[src/rtl/alu_sweep_driver.sv]
// Drives an ALU through every opcode for one latched operand pair.
// Each result is captured, streamed out and folded into a rotate-XOR signature.
module alu_sweep_driver #(
  parameter int unsigned WIDTH    = 4,
  parameter int unsigned OP_COUNT = 16,
  parameter int unsigned SETTLE   = 1
) (
  input  logic                 clk,
  input  logic                 rst_n,
  input  logic                 start,
  input  logic [WIDTH-1:0]     a_in,
  input  logic [WIDTH-1:0]     b_in,
  output logic [WIDTH-1:0]     a,
  output logic [WIDTH-1:0]     b,
  output logic [3:0]           opcode,
  input  logic [WIDTH-1:0]     x,
  input  logic [WIDTH-1:0]     y,
  output logic                 busy,
  output logic                 res_valid,
  output logic [3:0]           res_op,
  output logic [WIDTH-1:0]     res_x,
  output logic [WIDTH-1:0]     res_y,
  output logic [2*WIDTH-1:0]   signature,
  output logic                 done
);

  localparam int unsigned SIG_W = 2 * WIDTH;
  localparam int unsigned CNT_W = (SETTLE > 1) ? $clog2(SETTLE) : 1;
  localparam logic [3:0]       LAST_OP     = 4'(OP_COUNT - 1);
  localparam logic [CNT_W-1:0] SETTLE_LAST = CNT_W'(SETTLE - 1);

  typedef enum logic [1:0] {
    S_IDLE,
    S_WAIT,
    S_CAPTURE,
    S_DONE
  } state_t;

  state_t           state;
  logic [CNT_W-1:0] cnt;

  // Sweep sequencer; res_valid and done are single-cycle strobes cleared by default.
  always_ff @(posedge clk) begin
    if (!rst_n) begin
      state     <= S_IDLE;
      cnt       <= '0;
      a         <= '0;
      b         <= '0;
      opcode    <= '0;
      busy      <= 1'b0;
      res_valid <= 1'b0;
      res_op    <= '0;
      res_x     <= '0;
      res_y     <= '0;
      signature <= '0;
      done      <= 1'b0;
    end else begin
      res_valid <= 1'b0;
      done      <= 1'b0;
      case (state)
        S_IDLE: begin
          if (start) begin
            a         <= a_in;
            b         <= b_in;
            opcode    <= '0;
            signature <= '0;
            cnt       <= '0;
            busy      <= 1'b1;
            state     <= S_WAIT;
          end
        end
        S_WAIT: begin
          if (cnt == SETTLE_LAST) begin
            state <= S_CAPTURE;
          end else begin
            cnt <= cnt + CNT_W'(1);
          end
        end
        S_CAPTURE: begin
          res_x     <= x;
          res_y     <= y;
          res_op    <= opcode;
          res_valid <= 1'b1;
          signature <= {signature[SIG_W-2:0], signature[SIG_W-1]} ^ {x, y};
          if (opcode == LAST_OP) begin
            // done/busy are set on entry so they are visible during DONE itself
            done  <= 1'b1;
            busy  <= 1'b0;
            state <= S_DONE;
          end else begin
            opcode <= opcode + 4'd1;
            cnt    <= '0;
            state  <= S_WAIT;
          end
        end
        S_DONE: begin
          state <= S_IDLE;
        end
        default: begin
          state <= S_IDLE;
        end
      endcase
    end
  end

endmodule

[config.mk]
export PLATFORM = sky130hd
export DESIGN_NAME = alu_sweep_driver
export DESIGN_NICKNAME = d
export VERILOG_FILES = /design/src/rtl/alu_sweep_driver.sv
export SDC_FILE = /design/constraint.sdc
export NUM_CORES = 1
export LEC_CHECK = 0
export BUFFER_PORTS_ARGS = -buffer_cell sky130_fd_sc_hd__buf_2
export CAP_MARGIN = 20
export CORE_MARGIN = 5
export CORE_UTILIZATION = 45
export DETAILED_ROUTE_END_ITERATION = 16
export MAX_ROUTING_LAYER = met4
export PLACE_DENSITY = 0.82
export SLEW_MARGIN = 20
export SYNTH_ARGS = -nofsm -noshare
export SYNTH_HDL_FRONTEND = slang
export SYNTH_SLANG_ARGS = --single-unit
[constraint.sdc]
create_clock -name clk -period 3 [get_ports clk]
set_input_delay 0.15 -clock clk [delete_from_list [all_inputs] [get_ports clk]]
set_output_delay 0.15 -clock clk [all_outputs]
set_load 0.02 [all_outputs]
# Word level (Yosys, flattened, before mapping)
# Cells that the tools add are included.
# word_totals
reg_bits,38
output_inout_bits,35
# op_classes
add_sub_neg,2
n_eq_ne,8
muxes,18
bitwise,1
n_reduce_logical,10
# op_table
operator,n
8-bit case mux with 2 select lines,1
3-bit AND reduction,3
4-bit 2-to-1 mux,2
8-bit 2-to-1 mux,1
2-bit inequality test (second input constant),4
2-bit case mux with 4 select lines,1
4-bit case mux with 2 select lines,1
2-bit AND reduction,4
8-bit XOR,1
1-bit 2-to-1 mux,7
2-bit 2-to-1 mux,3
4-bit by 1-bit adder with 4-bit output (second input constant),1
2-bit == test (second input constant),2
4-bit == test (second input constant),1
1-bit case mux with 3 select lines,1
3-bit nonzero test,1
2-bit by 1-bit == test with 1-bit output (second input constant),1
2-bit logical NOT,1
1-bit case mux with 2 select lines,1
2-bit nonzero test,1
1-bit adder (second input constant),1

# Depth between registers and ports, before layout
# logic_depth
depth_word,3
ltp_mapped,5

# Least setup slack after synthesis
# No wires, ideal clock.
# synth_path
path_type,register to register
startpoint,register opcode[0]
endpoint,register opcode[2]
t_arrival_ns,1.237
path_slack_ns,1.667
stages_incl_launch_ff,5
period_less_slack_ns,1.333
path_cell_list,dfxtp_1 -> ha_1 -> and4_1 -> nor2_1 -> a221oi_1
# synth_between
elab_chain_cells,3
elab_cells_between_ends,6
# synth_rtl
item,line_no,text
from (decl),15,"output logic [3:0] opcode,"
from (signal assigned),91,opcode <= opcode + 4'd1;
4-bit by 1-bit adder with 4-bit output / 4-bit == test (equally long branches),"91, 85",
4-bit 2-to-1 mux / 2-bit inequality test (equally long branches),--,
4-bit case mux with 2 select lines / 3-bit AND reduction (equally long branches),--,
# Several ways; a longest one is shown, not always the timed one. The select of a mux whose other input is x is not followed.
# A chain may end at the register's enable or synchronous reset.

# Worst setup path in the final report
# layout_path
startpoint,register state[1]
endpoint,register opcode[0]
# layout_between
elab_chain_cells,3
elab_cells_between_ends,7
# layout_rtl
item,line_no,text
from (decl),39,state_t state;
from (signal assigned),45,state <= S_IDLE;
from (signal assigned),69,state <= S_WAIT;
from (signal assigned),74,state <= S_CAPTURE;
2-bit == test / 2-bit logical NOT (equally long branches),60,case (state)
2-bit inequality test (no line) / 2-bit nonzero test (equally long branches),--,
3-bit AND reduction (no line),--,
# Several ways; a longest one is shown, not always the timed one.

==> impl_metrics.toml <==
[clock_network]
cts_buffer_depth = 2
clk_pin_slew_ns = 0.12
ctsHoldBuffers = 0
cts_sinks = 37
numCtsBuffers = 5
postCtsSetupBuffers = 0
htreeDepth = 2
cts_resized = 0
clk_latency_ns = 0.34
cts_tree = "done"
cts-root-buf = "clkbuf_4"

[global_route]
grt_pass1_vias = 1080
antenna_found_initial = 0
track_usage = 0.1516
grt_max_degree = 26
overflow = 0
grt_first_pass_wirelength_um = 4905

[placement]
place_inst = 228
placed_cell_area_sq_mm = 0.001660
port_buffers = 53
dp_hpwl_um = 2218
dp_slack_ns = 1.483
gp_congestion = 0.7126

[floorplanning]
die_h_um = 65.61
ioPinCount = 54
start_util = 0.4633
die_area_sq_mm = 0.004304
rows = 20
die_x_um = 65.61
core-area_sq_mm = 0.003003

[cells_and_area]
n_antenna_cell = 0
syn2layout_area_growth_pct = 25.72
final_layout_size_suffix_gt1_frac = 0.3202
finalNonFillerCells = 236
fin_nets = 222
design_area_sq_mm = 0.001749

[drt]
vias = 1184
post-route-drc-count = 0
avgViaCountPerCell = 5.017
wirelength_um = 2969
ant_nets = 0
dr.pass1.iters = 4
drt_first_iter_violations = 67
wl_per_cell_um = 12.58

[sta]
rsz0062_at_grt = "no"
worst_slack_ns = 1.473
slew_headroom = 0.6469
final_max_slew_viol_count = 0
final.period_utilization = 0.5089
period_needed_ns = 1.527
hold_viol = 0
clock_skew_ns = 0.01322
max_freq_mhz = 655.0
worst_pin_slew_ns = 0.5296
setup_violations = 0
tns_ns = 0

[synth]
synthArstFlopShare = 0
yosysWarnings = 0
synth.avg_cell_area_sq_um = 9.338
ys_seq_elements = 37
synth-edff-count = 0
dominantRegCellSynth = "dfxtp_1"
seq_area_frac_synth = 0.5324
syn_nets = 169
synth_cell_types = 32
synth_area_sq_mm = 0.001391
synth_cells = 149

[setup_path]
reg2reg_depth = 3
rr_endpoint = "opcode[0]$_SDFFE_PN0P_"
end_kind = "flop"
timing.reg2reg.setup_slack_ns = 1.47
arrival_ns = 1.78
critical_path_class = "flop to flop"
cp_max_fo = 17
critPathLaunchType = "flop"
required_ns = 3.25
crit_path_start = "state[1]$_SDFFE_PN0P_"
rr_startpoint = "state[1]$_SDFFE_PN0P_"

[hold_path]
hold_path.class = "input pin to flop"
hold_depth = 3
min_to = "b[3]$_SDFFE_PN0P_"
hold_start = "b_in[3]"

[pwr]
powerDensity_mw_per_mm2 = 565.0
vdd_ir_drop_max_uv = 332.6
total_power_mw = 0.9882
leakage_nw = 0.7910

[status]
status = "completed"

[run]
drv_cap = 0
-- layout by cell type, fill, tap and decap left out, types with 2 or more instances in the layout --
cell	instances
a21oi_1	13
buf_2	53
clkbuf_4	5
dfxtp_1	37
inv_1	2
mux2i_1	8
nand2_1	29
nand3_1	3
nor2_1	12
o21ai_0	4
o2bb2ai_1	7
xnor2_1	7
-- metal layers --
| layer | share of wire | vias up | GRT usage |
|---|---|---|---|
| met5 | 0 | - | - |
| met4 | 0.0034 | 0 | 0.04663 |
| met3 | 0.082 | 2 | 0.05128 |
| met2 | 0.43 | 48 | 0.2250 |
| met1 | 0.49 | 522 | 0.1953 |
| li1 | - | 612 | - |
-- how the worst max path moves through the flow --
| stage | slack, ns | to | depth (start not counted) |
|---|---|---|---|
| finish | 1.47 | opcode[0]$_SDFFE_PN0P_ | 3 |
| global route | 1.27 | opcode[0]$_SDFFE_PN0P_ | 3 |
| CTS | 1.47 | opcode[0]$_SDFFE_PN0P_ | 3 |
| detailed placement | 1.48 | opcode[0]$_SDFFE_PN0P_ | 3 |
| global placement | 1.55 | opcode[0]$_SDFFE_PN0P_ | 3 |
| floorplan | 1.67 | opcode[2]$_SDFFE_PN0P_ | 4 |
-- area by class of cell --
cell class              count  area (sq um)
fillers                   280          1254
flip-flops and latches     37         740.7
multi-input cells         101         594.3
clock buffers               6         51.30
clock inverters             2         37.54
inverters                   3         11.26
repair buffers             54         272.8
well taps                  33         41.29
-- through the flow --
stage,util,hold slack (ns)
final,0.5825,0.04727
after global routing,0.5825,0.02877
after CTS,0.5825,0.03325
after detailed placement,0.5529,0.3914
after global placement,0.5529,0.3796
after floorplan,-,0.2855
-- flip-flops by register name, indices dropped and copies added, names as in the netlist, 2 cells and up --
register   flops
signature      8
a              4
b              4
opcode         4
res_op         4
res_x          4
res_y          4
state          2
-- where the power goes --
group          leakage (nW)  total [mW]  switching [mW]  internal [mW]
Sequential            0.301       0.520          0.0114          0.508
Combinational         0.446       0.107          0.0643         0.0425
Clock                0.0445       0.362           0.164          0.198
-- critical path: stages (launching register included) --
cell     delay (ns)
dfxtp_1        0.45
and2b_1        0.50
nand2_2        0.22
o32ai_1        0.27
-- cell families (layout without fill, tap and decap cells) --
kind of cell	after synthesis	count (layout)	share of synthesized area
xor+xnor	8	8	0.05036
simple gates	54	54	0.1691
mux	8	8	0.05756
fa+ha+maj	1	1	0.008991
flops	37	37	0.5324
buf+inv	11	65	0.04046
compound gates	30	30	0.1412
-- cells in the mapped netlist, types with 2 or more instances --
master	count	area share
clkbuf_1	2	0.0054
inv_1	2	0.0054
buf_4	3	0.016
mux2i_1	8	0.058
nand3_1	3	0.011
dfxtp_1	37	0.53
buf_2	3	0.011
a21oi_1	13	0.047
nor2_1	12	0.032
o2bb2ai_1	7	0.044
o21ai_0	4	0.014
nand2_1	29	0.078
xnor2_1	7	0.044
No activity file was read; power rests on OpenSTA's default activity.
